### src/rtl/gray_seq_ctrl.sv
// gray_seq_ctrl: emits a run of binary values from start_val to end_val
// (counting up or down, wrapping modulo 2^WIDTH) with a valid/ready
// handshake. Every element is presented in both binary and Gray form.
// One-cycle done pulse after the last element is accepted.

// bin_to_gray: combinational binary-to-Gray conversion.
module bin_to_gray #(
  parameter int WIDTH = 4
) (
  input  logic [WIDTH-1:0] bin,
  output logic [WIDTH-1:0] gray
);

  // Each Gray bit is the XOR of the matching binary bit and its upper neighbour.
  assign gray = bin ^ (bin >> 1);

endmodule

module gray_seq_ctrl #(
  parameter int WIDTH = 4
) (
  input  logic             clk,
  input  logic             rst,
  input  logic             start,
  input  logic [WIDTH-1:0] start_val,
  input  logic [WIDTH-1:0] end_val,
  input  logic             dir,
  input  logic             abort,
  input  logic             out_ready,
  output logic             out_valid,
  output logic [WIDTH-1:0] out_bin,
  output logic [WIDTH-1:0] out_gray,
  output logic             busy,
  output logic             done
);

  typedef enum logic [1:0] {
    IDLE = 2'd0,
    RUN  = 2'd1,
    DONE = 2'd2
  } state_t;

  state_t           state;
  logic [WIDTH-1:0] count;
  logic [WIDTH-1:0] end_reg;
  logic             dir_reg;
  logic             transfer;

  // An element is consumed whenever the consumer is ready while it is valid.
  assign transfer = out_valid & out_ready;

  // Binary output comes straight from the count register.
  assign out_bin = count;

  bin_to_gray #(.WIDTH(WIDTH)) u_bin_to_gray (
    .bin  (count),
    .gray (out_gray)
  );

  // Sequence FSM: captures the request, steps the count on each transfer and
  // drives the registered status outputs.
  // NOTE: all state here uses non-blocking assignments so every register
  // samples the pre-edge values; blocking would make results order-dependent.
  always_ff @(posedge clk) begin
    if (rst) begin
      state     <= IDLE;
      count     <= '0;
      end_reg   <= '0;
      dir_reg   <= 1'b0;
      out_valid <= 1'b0;
      busy      <= 1'b0;
      done      <= 1'b0;
    end else begin
      case (state)
        IDLE: begin
          done <= 1'b0;
          // start together with abort is treated as no request at all.
          if (start && !abort) begin
            count     <= start_val;
            end_reg   <= end_val;
            dir_reg   <= dir;
            out_valid <= 1'b1;
            busy      <= 1'b1;
            state     <= RUN;
          end
        end

        RUN: begin
          if (abort) begin
            // A coincident transfer is still accepted, but abort wins: no done.
            out_valid <= 1'b0;
            busy      <= 1'b0;
            state     <= IDLE;
          end else if (transfer) begin
            if (count == end_reg) begin
              out_valid <= 1'b0;
              busy      <= 1'b0;
              done      <= 1'b1;
              state     <= DONE;
            end else if (dir_reg) begin
              count <= count - 1'b1;
            end else begin
              count <= count + 1'b1;
            end
          end
        end

        DONE: begin
          // Single-cycle completion; start and abort are ignored here.
          done  <= 1'b0;
          state <= IDLE;
        end

        default: begin
          out_valid <= 1'b0;
          busy      <= 1'b0;
          done      <= 1'b0;
          state     <= IDLE;
        end
      endcase
    end
  end

endmodule

### config.mk
export PLATFORM = sky130hd
export DESIGN_NAME = gray_seq_ctrl
export DESIGN_NICKNAME = d
export VERILOG_FILES = /design/src/rtl/gray_seq_ctrl.sv
export SDC_FILE = /design/constraint.sdc
export NUM_CORES = 1
export LEC_CHECK = 0
export CORE_AREA = 2 2 39 41
export DETAILED_ROUTE_END_ITERATION = 10
export DIE_AREA = 0 0 41 43
export DONT_BUFFER_PORTS = 1
export GPL_TIMING_DRIVEN = 0
export PLACE_DENSITY = 0.73
export SLEW_MARGIN = 25
export SYNTH_ARGS = -nofsm -noshare
export SYNTH_HDL_FRONTEND = slang
export SYNTH_SLANG_ARGS = --single-unit
### constraint.sdc
create_clock -name clk -period 5.05 [get_ports clk]
set_clock_uncertainty 0.1 [all_clocks]
set_input_delay 1.01 -clock clk [delete_from_list [all_inputs] [get_ports clk]]
set_output_delay 1.01 -clock clk [all_outputs]
set_load 0.05 [all_outputs]
---- Word level (Yosys, flattened, before mapping) ----
Index checks and enable logic that the tools add are counted.
word-level totals
  input port bits ......................... 14
  output and inout bits ................... 11
  logic and storage cells ................. 48
  register bits after elaboration ......... 13
cells by class
  mux-type cells .......................... 16
  $add $sub $neg .......................... 2
  bitwise gates (word level) .............. 5
  reduce and logical (&&, ||, !) cells .... 10
  equality and inequality tests ........... 9
operators with widths
  operator                                                               count
  4-bit 2-to-1 mux                                                       5
  2-bit 2-to-1 mux                                                       4
  2-bit != test, second input constant                                   4
  4-bit one-hot mux with 2 select lines                                  1
  3-bit != test, second input constant                                   2
  3-bit AND reduction                                                    2
  5-bit AND reduction                                                    1
  4-bit by 1-bit adder with 4-bit output, second input constant          1
  4-bit equality test                                                    1
  1-bit 2-to-1 mux                                                       4
  2-bit one-hot mux with 2 select lines                                  1
  4-bit AND reduction                                                    1
  4-bit by 1-bit subtractor with 4-bit output, second input constant     1
  4-bit by 3-bit XOR with 4-bit output                                   1
  1-bit inverter                                                         3
  1-bit one-hot mux with 3 select lines                                  1
  2-bit by 1-bit equality test with 1-bit output, second input constant  1
  2-bit equality test, second input constant                             1
  2-bit zero test                                                        1
  2-bit AND reduction                                                    1
  2-bit nonzero test                                                     1
  2-bit OR reduction                                                     1
  1-bit bitwise AND                                                      1
  1-bit logical AND                                                      1
  1-bit zero test                                                        1

---- Logic depth before layout (Yosys ltp) ----
Gate-level depths: netlist of the first run.
  word-level depth ........................ 6
  mapped depth ............................ 6
  mapped depth without buffers ............ 6

---- By module ----
Synthesis of the first run repeated with hierarchy kept, for this count alone.
second synthesis, totals
  cell total of the unflattened synthesis .. 91
  area total of the unflattened synthesis .. 803.3 sq um
modules (own cells, without submodules)
  module         area an instance (sq um)  instances  cells an instance  sequential area each (sq um)
  gray_seq_ctrl  769.5                     1          87                 260.2
  bin_to_gray    33.8                      1          4                  0.0

---- Worst setup path before layout of the first run ----
Ideal clock, no wire load.
  path kind ............................... register to output
  from .................................... register count[1] (netlist: out_bin[1])
  to ...................................... output port out_gray[1]
  data required time ...................... 3.940 ns
  arrival ................................. 1.560 ns
  buffers on the path ..................... 0
  cell stages (with the launch flop) ...... 2
  path slack .............................. 2.380 ns
  path through ............................ dfxtp_1 xor2_1
on the way
  cells in the longest elaborated chain, start to end .. 1
RTL lines
  what                                  RTL line  source
  start: declaration                    44        logic [WIDTH-1:0] count;
  start signal: assignment              79        count <= start_val;
  start signal: assignment              101       count <= count - 1'b1;
  start signal: assignment              103       count <= count + 1'b1;
  4-bit by 3-bit XOR with 4-bit output  15        assign gray = bin ^ (bin >> 1);
  end: declaration                      32        output logic [WIDTH-1:0] out_gray,
No other way between the ends.

---- Worst setup path after layout of the first run ----
  from .................................... register count[0] (netlist: out_bin[0])
  to ...................................... output port out_gray[0]
The elaborated chain is that of the path after synthesis.

==> out/metrics.cfg, run 1 <==
[run_status]
run_status = completed

[cts]
numCtsBuffers = 3
cts_htree_levels = 1
cts-root-buf = clkbuf_4
clkTransAtPathRegs_ps = 90
holdBufCountCts = 0
cts_tree = built
post-cts-setup-buffers = 0
post_cts_resized = 0
cts_sinks = 13
insertion_delay_ps = 270
cts_max_path_buffers = 2

[die]
rows = 14
num_io_pins = 25
core_area_um2 = 1380
start_util_pct = 55.3
die_w_um = 41
dieArea_um2 = 1760
die_y_um = 43

[critical_path]
crit_type = flop to primary output
endpoint_kind = primary output
start_kind = flop
rr_startpoint = out_bin[0]$_SDFFE_PP0P_
crit_chain = xor2_1
crit_family = XOR/XNOR gates
r2r_slack_ps = 2840
crit_arrival_ps = 1940
r2r-end = out_bin[2]$_SDFFE_PP0P_
r2r_cells = 6
worstPathRequired_ps = 3940
cpPeakStageDelay_ps = 860
crit_buf_inv = 0
cpMaxStageDelayCell = xor2_1
critPathMaxFanout = 6

[synthesis]
synth_nets = 104
synth_seq_area_share_pct = 34.0
ys_ff_latch = 13
syn_avg_cell_area_um2 = 8.80
synth_top_cell_by_area = dfxtp_1
netlist_instances = 87
ys_warn_count = 0
ys_types = 28
synth_top_area_share_pct = 34.0
synth_area_leaders = dfxtp_1 (34%), nand2_1 (6.9%), a21oi_1 (5.9%), xnor2_1 (5.7%), xor2_1 (4.6%)
synth_area_um2 = 766

[placement]
dpl.hpwl_um = 1130
place_inst = 103
placed_cell_area_um2 = 786
gp_congestion = 0.754
dp_slack_ps = 2300
portBuffers = 0

[cells_and_area]
layout_commonest_cell = nand2_1
syn_to_final_growth_pct = 6.21
design_area_um2 = 813
antenna_cells = 0
nets = 109
layout.cells.non_filler = 107
drive_above_1_share_pct = 13.2
layout_common_cells = nand2_1 (14), dfxtp_1 (13), a21oi_1 (9)

[global_routing]
grt_pass1_vias = 617
antenna_found_initial = 0
grt_usage_pct = 21.8
grt.overflow.total = 0
grt_max_degree = 11
grt_pass1_wl_um = 2540

[timing]
layout_worst_path_cycle_share_pct = 60.3
worstMarginPinSlew_ps = 1020
report.final.slew_viol_count = 0
rsz0062_at_grt = no
slew_headroom_pct = 31.8
fin_setup_tns_ps = 0
hold_viol_final = 0
fin_hold_ws_ps = 373
fmax_mhz = 328
post-route-min-period_ps = 3050
postLayoutSetupSlackWorst_ps = 2000
final-setup-viol-count = 0

[min_path]
min_to = end_reg[2]$_SDFFE_PP0P_
whs_path_depth = 2
hold_path_class = flop to flop
min-delay-start = end_reg[2]$_SDFFE_PP0P_

[detailed_routing]
routed.top_layer = met4
wl_met1_um = 618
drc = 0
firstDrtPassIters = 4
routed_wl_um = 1530
route.met3.wl_um = 106
wl_met2_um = 791
routed_wire_length_per_instance_um = 14.3
vias_per_cell = 5.77
ant_nets = 0
drt_iter0_markers = 25
vias = 617

[power]
vdd_ir_drop_max_mv = 0.198
powerDensity_nw_per_um2 = 299
p_leak_nw = 0.323

[run]
maxCapViolCount = 0

## synth_stat cells, drive strengths merged
cell / n
nor3: 1
nand3: 3
nor3b: 1
a31oi: 2
a211o: 2
xor2: 4
or2b: 1
inv: 4
o21ai: 1
a21o: 1
nand2: 14
a311o: 1
o211ai: 2
ha: 2
nor2b: 2
buf: 2
nand2b: 5
mux2i: 2
nand4: 1
nor2: 4
and2b: 1
mux2: 1
clkbuf: 1
xnor2: 5
fa: 1
a21oi: 10
dfxtp: 13
## metal layers
layer,GRT usage [%],up-vias
li1,-,306
met1,26.7,284
met2,33.4,25
met3,6.81,2
met4,9.33,0
met5,0,-
## through the flow
stage                     utilization, %  power [W]
after floorplan                        -   0.000173
after global placement              56.8   0.000179
after detailed placement            56.8   0.000180
after CTS                           58.8   0.000246
after global routing                58.8   0.000258
final                               58.8   0.000243
## worst max-delay path by stage
stage,start,cells past startpoint,end
floorplan,out_bin[1]$_SDFFE_PP0P_,1,out_gray[1]
global placement,out_bin[1]$_SDFFE_PP0P_,1,out_gray[1]
detailed placement,out_bin[1]$_SDFFE_PP0P_,1,out_gray[0]
CTS,out_bin[1]$_SDFFE_PP0P_,1,out_gray[0]
global route,out_bin[1]$_SDFFE_PP0P_,1,out_gray[1]
finish,out_bin[0]$_SDFFE_PP0P_,1,out_gray[0]
## report_power, final
group | switching (W) | total (W) | internal [W] | leakage [nW]
sequential | 0.0000171 | 0.000125 | 0.000108 | 0.106
combinational | 0.0000356 | 0.0000536 | 0.0000180 | 0.200
clock | 0.0000357 | 0.0000650 | 0.0000293 | 0.0177
total | 0.0000884 | 0.000243 | 0.000155 | 0.323
## cells by family (layout without fill, tap and decap cells)
kind of cell             count (synthesis)  after routing  synth area share [%]
AO/OA/AOI/OAI                           19             19                  17.0
XOR/XNOR                                 9              9                  10.3
adder cells (fa/ha/maj)                  3              3                  5.88
buffers and inverters                    7             11                  4.41
flip-flops                              13             13                  34.0
multiplexers                             3              3                  4.57
AND/OR/NAND/NOR                         33             33                  23.9
## cell type report
type | count | area [µm²]
buffer | 3 | 18.8
tap | 16 | 20.0
fill | 147 | 571
sequential | 13 | 260
clock inverter | 1 | 5.00
multi-input combinational | 67 | 472
clock buffer | 3 | 22.5
inverter | 4 | 15.0
Power figures use the tool's default switching activity.
==> run 2, diff against run 1 <==
Settings changed: CORE_AREA 2 2 39 41 to default, CORE_UTILIZATION from default to 53, DIE_AREA 0 0 41 43 to default, PLACE_DENSITY 0.73 to 0.71.
Clock period 5.05 ns to 2.68 ns, I/O delays scaled along.
==> out/metrics.cfg, run 2 (synthesis results as in run 1) <==
[cells_and_area]
syn_to_final_growth_pct = 5.88
drive_above_1_share_pct = 12.1
layout_commonest_cell = nand2_1
nets = 109
finish.utilization_pct = 61.5
layout_common_cells = nand2_1 (14), dfxtp_1 (13), a21oi_1 (9)
num-fill-cells = 127
antenna_cells = 0

[global_routing]
grt.overflow.total = 0
grt_max_degree = 11
grt_usage_pct = 20.6
grt_pass1_vias = 518
grt_pass1_wl_um = 2110
antenna_found_initial = 0

[timing]
final-setup-viol-count = 0
fin_setup_tns_ps = 0
worstMarginPinSlew_ps = 994
layout_worst_path_cycle_share_pct = 95.9
hold_viol_final = 0
post-route-min-period_ps = 2570
fmax_mhz = 389
report.final.slew_viol_count = 0
rsz0062_at_grt = no
slew_headroom_pct = 33.5

[critical_path]
crit_chain = xor2_1
endpoint_kind = primary output
crit_family = XOR/XNOR gates
crit_type = flop to primary output
cpPeakStageDelay_ps = 840
start_kind = flop
r2r_slack_ps = 530
crit_buf_inv = 0
worstPathRequired_ps = 2040
cpMaxStageDelayCell = xor2_1
critPathMaxFanout = 7
crit_arrival_ps = 1930

[cts]
clkTransAtPathRegs_ps = 80
cts_htree_levels = 1
insertion_delay_ps = 270
cts_tree = built
cts_sinks = 13
cts-root-buf = clkbuf_4
holdBufCountCts = 0
post-cts-setup-buffers = 0
numCtsBuffers = 3
cts_max_path_buffers = 2
post_cts_resized = 0

[detailed_routing]
drc = 0
routed.top_layer = met4
firstDrtPassIters = 4
vias_per_cell = 5.68
vias = 602
routed_wire_length_per_instance_um = 13.4
routed_wl_um = 1430
ant_nets = 0
wl_met1_um = 673
route.met3.wl_um = 80
wl_met2_um = 658
drt_iter0_markers = 5

[placement]
dpl.hpwl_um = 1060
portBuffers = 0
gp_congestion = 0.766

[power]
powerDensity_nw_per_um2 = 565
p_leak_nw = 0.321
vdd_ir_drop_max_mv = 0.299

[run_status]
run_status = completed

[die]
dieArea_um2 = 1600
rows = 13
num_io_pins = 25
die_w_um = 40.0
start_util_pct = 58.1
core_area_um2 = 1320
die_y_um = 40.0

[min_path]
hold_path_class = primary input to flop

[run]
maxCapViolCount = 0

==> run 2: cell types whose count changed in the layout (fill, tap and decap cells not counted) <==
| cell | previous run | this run |
|---|---|---|
| clkinv_2 | 1 | 0 |
| clkbuf_1 | 1 | 2 |
==> run 2: through the flow <==
step,instance area [µm²],setup slack [ps],std cells,power [W],hold slack [ps]
floorplan,766,484,87,0.000326,349
global placement,785,415,102,0.000337,356
detailed placement,785,405,102,0.000340,362
CTS,811,92.6,106,0.000463,279
global route,811,31.3,106,0.000481,270
finish,811,109,106,0.000458,287
==> run 2: layout make-up <==
type | instances | area (µm²) | share of cell area, %
clock buffers | 4 | 26.3 | 3.24
well taps | 15 | 18.8 | 2.31
inverters | 4 | 15.0 | 1.85
multi-input cells | 67 | 472 | 58.2
plain buffers | 3 | 18.8 | 2.31
flip-flops and latches | 13 | 260 | 32.1
==> run 2: worst paths after layout <==
check	startpoint	to	cells after the start
setup / recovery	out_bin[1]$_SDFFE_PP0P_	out_gray[1]	1
hold reg to reg	end_reg[1]$_SDFFE_PP0P_	end_reg[1]$_SDFFE_PP0P_	2
setup reg to reg	out_bin[0]$_SDFFE_PP0P_	out_bin[2]$_SDFFE_PP0P_	6
hold / removal	end_val[1]	end_reg[1]$_SDFFE_PP0P_	2
==> run 2: metal layers <==
metal | track usage, % | vias up
met5 | 0 | -
met4 | 10.3 | 0
met3 | 6.67 | 2
met2 | 31.5 | 17
met1 | 25.9 | 276
li1 | - | 307
==> run 2: power by group <==
part           internal, W  switching (W)
logic            0.0000338      0.0000663
clock network    0.0000576      0.0000655
registers         0.000203      0.0000320
